$ cat config.mk
export PLATFORM = sky130hd
export DESIGN_NAME = ofmd_wr_addr_flat
export DESIGN_NICKNAME = d
export VERILOG_FILES = /design/src/rtl/ofmd_wr_addr_if.sv /design/src/rtl/ofmd_wr_addr.sv /design/src/flat_wrapper.sv
export SDC_FILE = /design/constraint.sdc
export NUM_CORES = 1
export LEC_CHECK = 0
export ABC_AREA = 1
export ABC_CLOCK_PERIOD_IN_PS = 1500
export CORE_MARGIN = 2
export CORE_UTILIZATION = 45
export CTS_CLUSTER_SIZE = 30
export DETAILED_ROUTE_END_ITERATION = 8
export GPL_ROUTABILITY_DRIVEN = 0
export PLACE_DENSITY_LB_ADDON = 0.3
export SKIP_LAST_GASP = 1
export SLEW_MARGIN = 30
export SYNTH_ARGS = -nofsm -noshare
export SYNTH_HDL_FRONTEND = slang
export SYNTH_SLANG_ARGS = --single-unit
$ cat constraint.sdc
create_clock -name clk -period 1.5 [get_ports clk]
set_input_delay 0.3 -clock clk [delete_from_list [all_inputs] [get_ports clk]]
set_output_delay 0.3 -clock clk [all_outputs]
set_load 0.02 [all_outputs]
$ cat src/rtl/ofmd_wr_addr_if.sv
// ofmd_wr_addr_if: handshake and buffer-write bundle for the OFMD write controller
interface ofmd_wr_addr_if #(
  parameter int WIDTH  = 6,
  parameter int DATA_W = 16
);
  logic              start;
  logic              is_5x5;
  logic              relu_en;
  logic              in_valid;
  logic [DATA_W-1:0] in_data;
  logic              in_ready;
  logic              wr_en;
  logic [WIDTH-1:0]  wr_addr;
  logic [DATA_W-1:0] wr_data;
  logic              busy;
  logic              done_wr;
  logic              ovf_err;
  modport master (
    output start, is_5x5, relu_en, in_valid, in_data,
    input  in_ready, wr_en, wr_addr, wr_data, busy, done_wr, ovf_err
  );
  modport slave (
    input  start, is_5x5, relu_en, in_valid, in_data,
    output in_ready, wr_en, wr_addr, wr_data, busy, done_wr, ovf_err
  );
endinterface

$ cat src/rtl/ofmd_wr_addr.sv
// ofmd_wr_addr: OFMD buffer write-address controller with optional ReLU and end-of-frame pulse
module ofmd_wr_addr #(
  parameter int WIDTH      = 6,
  parameter int DATA_W     = 16,
  parameter int OFMD1_SIZE = 36,
  parameter int OFMD2_SIZE = 16
) (
  input logic         clk,
  input logic         rst,
  ofmd_wr_addr_if.slave bus
);
  typedef enum logic [1:0] {IDLE, WRITE, DONE} state_t;
  state_t           state;
  logic [WIDTH-1:0] cnt;
  logic [WIDTH-1:0] max_addr;
  logic             mode;
  logic             relu;
  assign max_addr     = mode ? WIDTH'(OFMD2_SIZE - 1) : WIDTH'(OFMD1_SIZE - 1);
  assign bus.in_ready = state == WRITE;
  assign bus.busy     = state != IDLE;
  assign bus.done_wr  = state == DONE;
  // frame sequencing, write-port register stage and sticky overflow flag
  always_ff @(posedge clk) begin
    if (rst) begin
      state       <= IDLE;
      cnt         <= '0;
      mode        <= 1'b0;
      relu        <= 1'b0;
      bus.wr_en   <= 1'b0;
      bus.wr_addr <= '0;
      bus.wr_data <= '0;
      bus.ovf_err <= 1'b0;
    end else begin
      bus.wr_en <= 1'b0;
      unique case (state)
        IDLE: begin
          if (bus.start) begin
            mode        <= bus.is_5x5;
            relu        <= bus.relu_en;
            cnt         <= '0;
            bus.ovf_err <= 1'b0;
            state       <= WRITE;
          end else if (bus.in_valid) begin
            bus.ovf_err <= 1'b1;
          end
        end
        WRITE: begin
          if (bus.in_valid) begin
            bus.wr_en   <= 1'b1;
            bus.wr_addr <= cnt;
            bus.wr_data <= (relu && bus.in_data[DATA_W-1]) ? '0 : bus.in_data;
            if (cnt == max_addr) state <= DONE;
            else cnt <= cnt + 1'b1;
          end
        end
        DONE: begin
          if (bus.in_valid) bus.ovf_err <= 1'b1;
          cnt   <= '0;
          state <= IDLE;
        end
        default: state <= IDLE;
      endcase
    end
  end
endmodule

$ cat src/flat_wrapper.sv
// flat-port wrapper written by rule: the top's interface ports become plain ports
module ofmd_wr_addr_flat 
#(
  parameter int WIDTH      = 6,
  parameter int DATA_W     = 16,
  parameter int OFMD1_SIZE = 36,
  parameter int OFMD2_SIZE = 16
)
  (clk, rst, bus_start, bus_is_5x5, bus_relu_en, bus_in_valid, bus_in_data, bus_in_ready, bus_wr_en, bus_wr_addr, bus_wr_data, bus_busy, bus_done_wr, bus_ovf_err);
  ofmd_wr_addr_if #(.WIDTH(WIDTH), .DATA_W(DATA_W)) bus_i ();
  input logic clk;
  input logic rst;
  input wire logic [$bits(bus_i.start)-1:0] bus_start;
  input wire logic [$bits(bus_i.is_5x5)-1:0] bus_is_5x5;
  input wire logic [$bits(bus_i.relu_en)-1:0] bus_relu_en;
  input wire logic [$bits(bus_i.in_valid)-1:0] bus_in_valid;
  input wire logic [$bits(bus_i.in_data)-1:0] bus_in_data;
  output wire logic [$bits(bus_i.in_ready)-1:0] bus_in_ready;
  output wire logic [$bits(bus_i.wr_en)-1:0] bus_wr_en;
  output wire logic [$bits(bus_i.wr_addr)-1:0] bus_wr_addr;
  output wire logic [$bits(bus_i.wr_data)-1:0] bus_wr_data;
  output wire logic [$bits(bus_i.busy)-1:0] bus_busy;
  output wire logic [$bits(bus_i.done_wr)-1:0] bus_done_wr;
  output wire logic [$bits(bus_i.ovf_err)-1:0] bus_ovf_err;
  assign bus_i.start = bus_start;
  assign bus_i.is_5x5 = bus_is_5x5;
  assign bus_i.relu_en = bus_relu_en;
  assign bus_i.in_valid = bus_in_valid;
  assign bus_i.in_data = bus_in_data;
  assign bus_in_ready = bus_i.in_ready;
  assign bus_wr_en = bus_i.wr_en;
  assign bus_wr_addr = bus_i.wr_addr;
  assign bus_wr_data = bus_i.wr_data;
  assign bus_busy = bus_i.busy;
  assign bus_done_wr = bus_i.done_wr;
  assign bus_ovf_err = bus_i.ovf_err;
  ofmd_wr_addr #(.WIDTH(WIDTH), .DATA_W(DATA_W), .OFMD1_SIZE(OFMD1_SIZE), .OFMD2_SIZE(OFMD2_SIZE)) u_core (.clk(clk), .rst(rst), .bus(bus_i));
endmodule
==> qor.txt <==
Final layout net count: 272
Clock root buffer: clkbuf_4
Final cell count without fillers: 294
Clk buf depth: 2
Commonest non-fill, non-tap cell in the layout: nand2_1
Total Power: 2120 uW
Post-CTS sizing: 29
Fraction of layout cells with a size suffix above 1: 14.8%
Crit. End Element: output port
Hold slack: 0.470 ns
DRC: 0
CTS buffer count: 5
WP data required: 1.20 ns
#FFs+latches synth: 34
# rows: 20
Mapped Avg Cell Area: 7.64 um2
Routed WL: 3520 um
DRT Pass-1 Iters: 4
Vias: 1432
Tmin final: 1.39 ns
RSZ-0062 raised after global routing: false
Final Hold Vio Count: 0
Largest net degree at the start of global routing: 20
Worst setup margin: 0.115 ns
CTS tree: done
P_leak: 0.000935 uW
Post-CTS Hold Fix Bufs: 0
Peak Freq: 0.722 GHz
CP startpoint kind: flip-flop
Final period util: 92.4%
VDD IR max: 0.648 mV
Clock latency on the worst-skew pair: 0.35 ns
Setup violators final: 0
Starting Density: 47.4%
Die Width: 61.0 um
CP max FO: 5
Gr usage total: 20.7%
DP Cell Count: 286
Postcts setup bufs: 0
PortBufs: 48
Post-DR wirelength/cell: 12.0 um
Grt ovf: 0
Worst Clk Skew: 0.00495 ns
H-tree depth: 2
Die ar.: 0.00372 mm2
Finished Core Util: 66.8%
Status: finished, final reports clean
Sink Count: 34
Crit path DAT: 1.09 ns
Diode count: 0
Register area share after synthesis: 46.6%
Pre-CTS setup slack: -0.0912 ns
Hold crit path type: flip-flop to flip-flop
Post-Syn Nets: 214
Post-synthesis cell area: 0.00146 mm2
Die H: 61.0 um
Number of distinct library cells after synthesis: 23
Vias/cell: 4.87
Synthesized netlist cell count: 191
Commonest cells after routing, fill and taps aside: nand2_1 (35), dfxtp_1 (33), nand3_1 (27)
Tightest Pin Transition: 0.360 ns
IO Pins: 49
Detail Placement HPWL: 2460 um
Number of global-route vias before repair: 1247
Initial antenna violation count: 0
First-pass GRT wire length: 5530 um
Area grow syn2layout: 40.9%
Maxcap violations: 0
Power Density: 1030 mW/mm2
Synth warn: 0
Setup CP Type: flip-flop to output port
Clock transition at the registers of the reported paths: 0.11 ns
Max-slew headroom: 76.0%
Fin. max-slew vios: 0
Routed Antenna Nets: 0
Starting DRC count in detailed routing: 61
Core area: 0.00308 mm2
## routing by layer
metal / part of all wire, % / wire (um) / track usage (%) / vias up
li1: - / - / - / 741
met1: 45 / 1590 / 25.6 / 642
met2: 47 / 1670 / 32.6 / 41
met3: 5.3 / 187 / 6.82 / 8
met4: 2.2 / 77 / 10.2 / 0
met5: 0 / 0 / 0 / -
## power by group
group	internal, uW	switching [uW]
Combinational	193	239
Clock	349	337
Sequential	960	42.6
Total	1500	618
## final cells by class
cell class,count,area (um2)
clock inverters,3,45.0
clock buffers,5,37.5
well taps,44,55.1
multi-input cells,132,646
inverters,15,58.8
repair buffers,61,533
fillers,290,1020
flip-flops and latches,34,682
## synthesized netlist by cell type
library cell / n / area [um2]
ha_1: 1 / 12.5
inv_1: 13 / 48.8
inv_4: 1 / 6.26
a31o_2: 1 / 8.76
nor2_1: 22 / 82.6
nor3b_1: 1 / 7.51
nor2_4: 1 / 11.3
dfxtp_1: 34 / 681
inv_2: 1 / 3.75
a21oi_2: 1 / 8.76
nor3_1: 1 / 5.00
buf_6: 6 / 67.6
a22oi_2: 1 / 12.5
nand3_2: 1 / 10.0
o21ai_0: 8 / 40.0
buf_4: 1 / 7.51
nand4_1: 1 / 6.26
clkbuf_1: 3 / 11.3
a21oi_1: 27 / 135
nand2_1: 35 / 131
nand2_2: 3 / 18.8
xor2_1: 1 / 8.76
nand3_1: 27 / 135
## registers in the layout, indices dropped and copies added, names as in the netlist
name,cells
u_core.cnt,6
u_core.bus.ovf_err,1
u_core.mode,1
u_core.bus.wr_en,1
u_core.relu,1
u_core.bus.wr_addr,6
u_core.bus.wr_data,16
u_core.state,2
## critical path: stages (launching register included)
cell	delay (ns)
dfxtp_2	0.37
nor2_2	0.14
inv_1	0.07
clkbuf_2	0.15
## metrics by stage
stage,area [um2],setup TNS (ns)
6_report,2060,0
3_5_place_dp,2010,-0.598
2_1_floorplan,1460,0
4_1_cts,2060,-0.0873
3_3_place_gp,2010,-0.0841
5_1_grt,2060,0
## path summary, 6_finish.rpt
path	from	to	slack (ns)	depth (start not counted)
max reg2reg	u_core.state[1]	u_core.cnt[1]	0.12	9
min	u_core.bus.wr_data[15]	u_core.bus.wr_data[15]	0.47	2
max	u_core.state[0]	bus_busy	0.11	3
min reg2reg	u_core.bus.wr_data[15]	u_core.bus.wr_data[15]	0.47	2
## kinds of logic after synthesis
kind of cell	count (synthesis)	share of synthesized area [%]
compound gates	38	14.1
xor+xnor	1	0.600
fa+ha+maj	1	0.857
buf+inv	25	9.94
flops	34	46.6
simple gates	92	27.9
(Power assumes the default switching activity.)
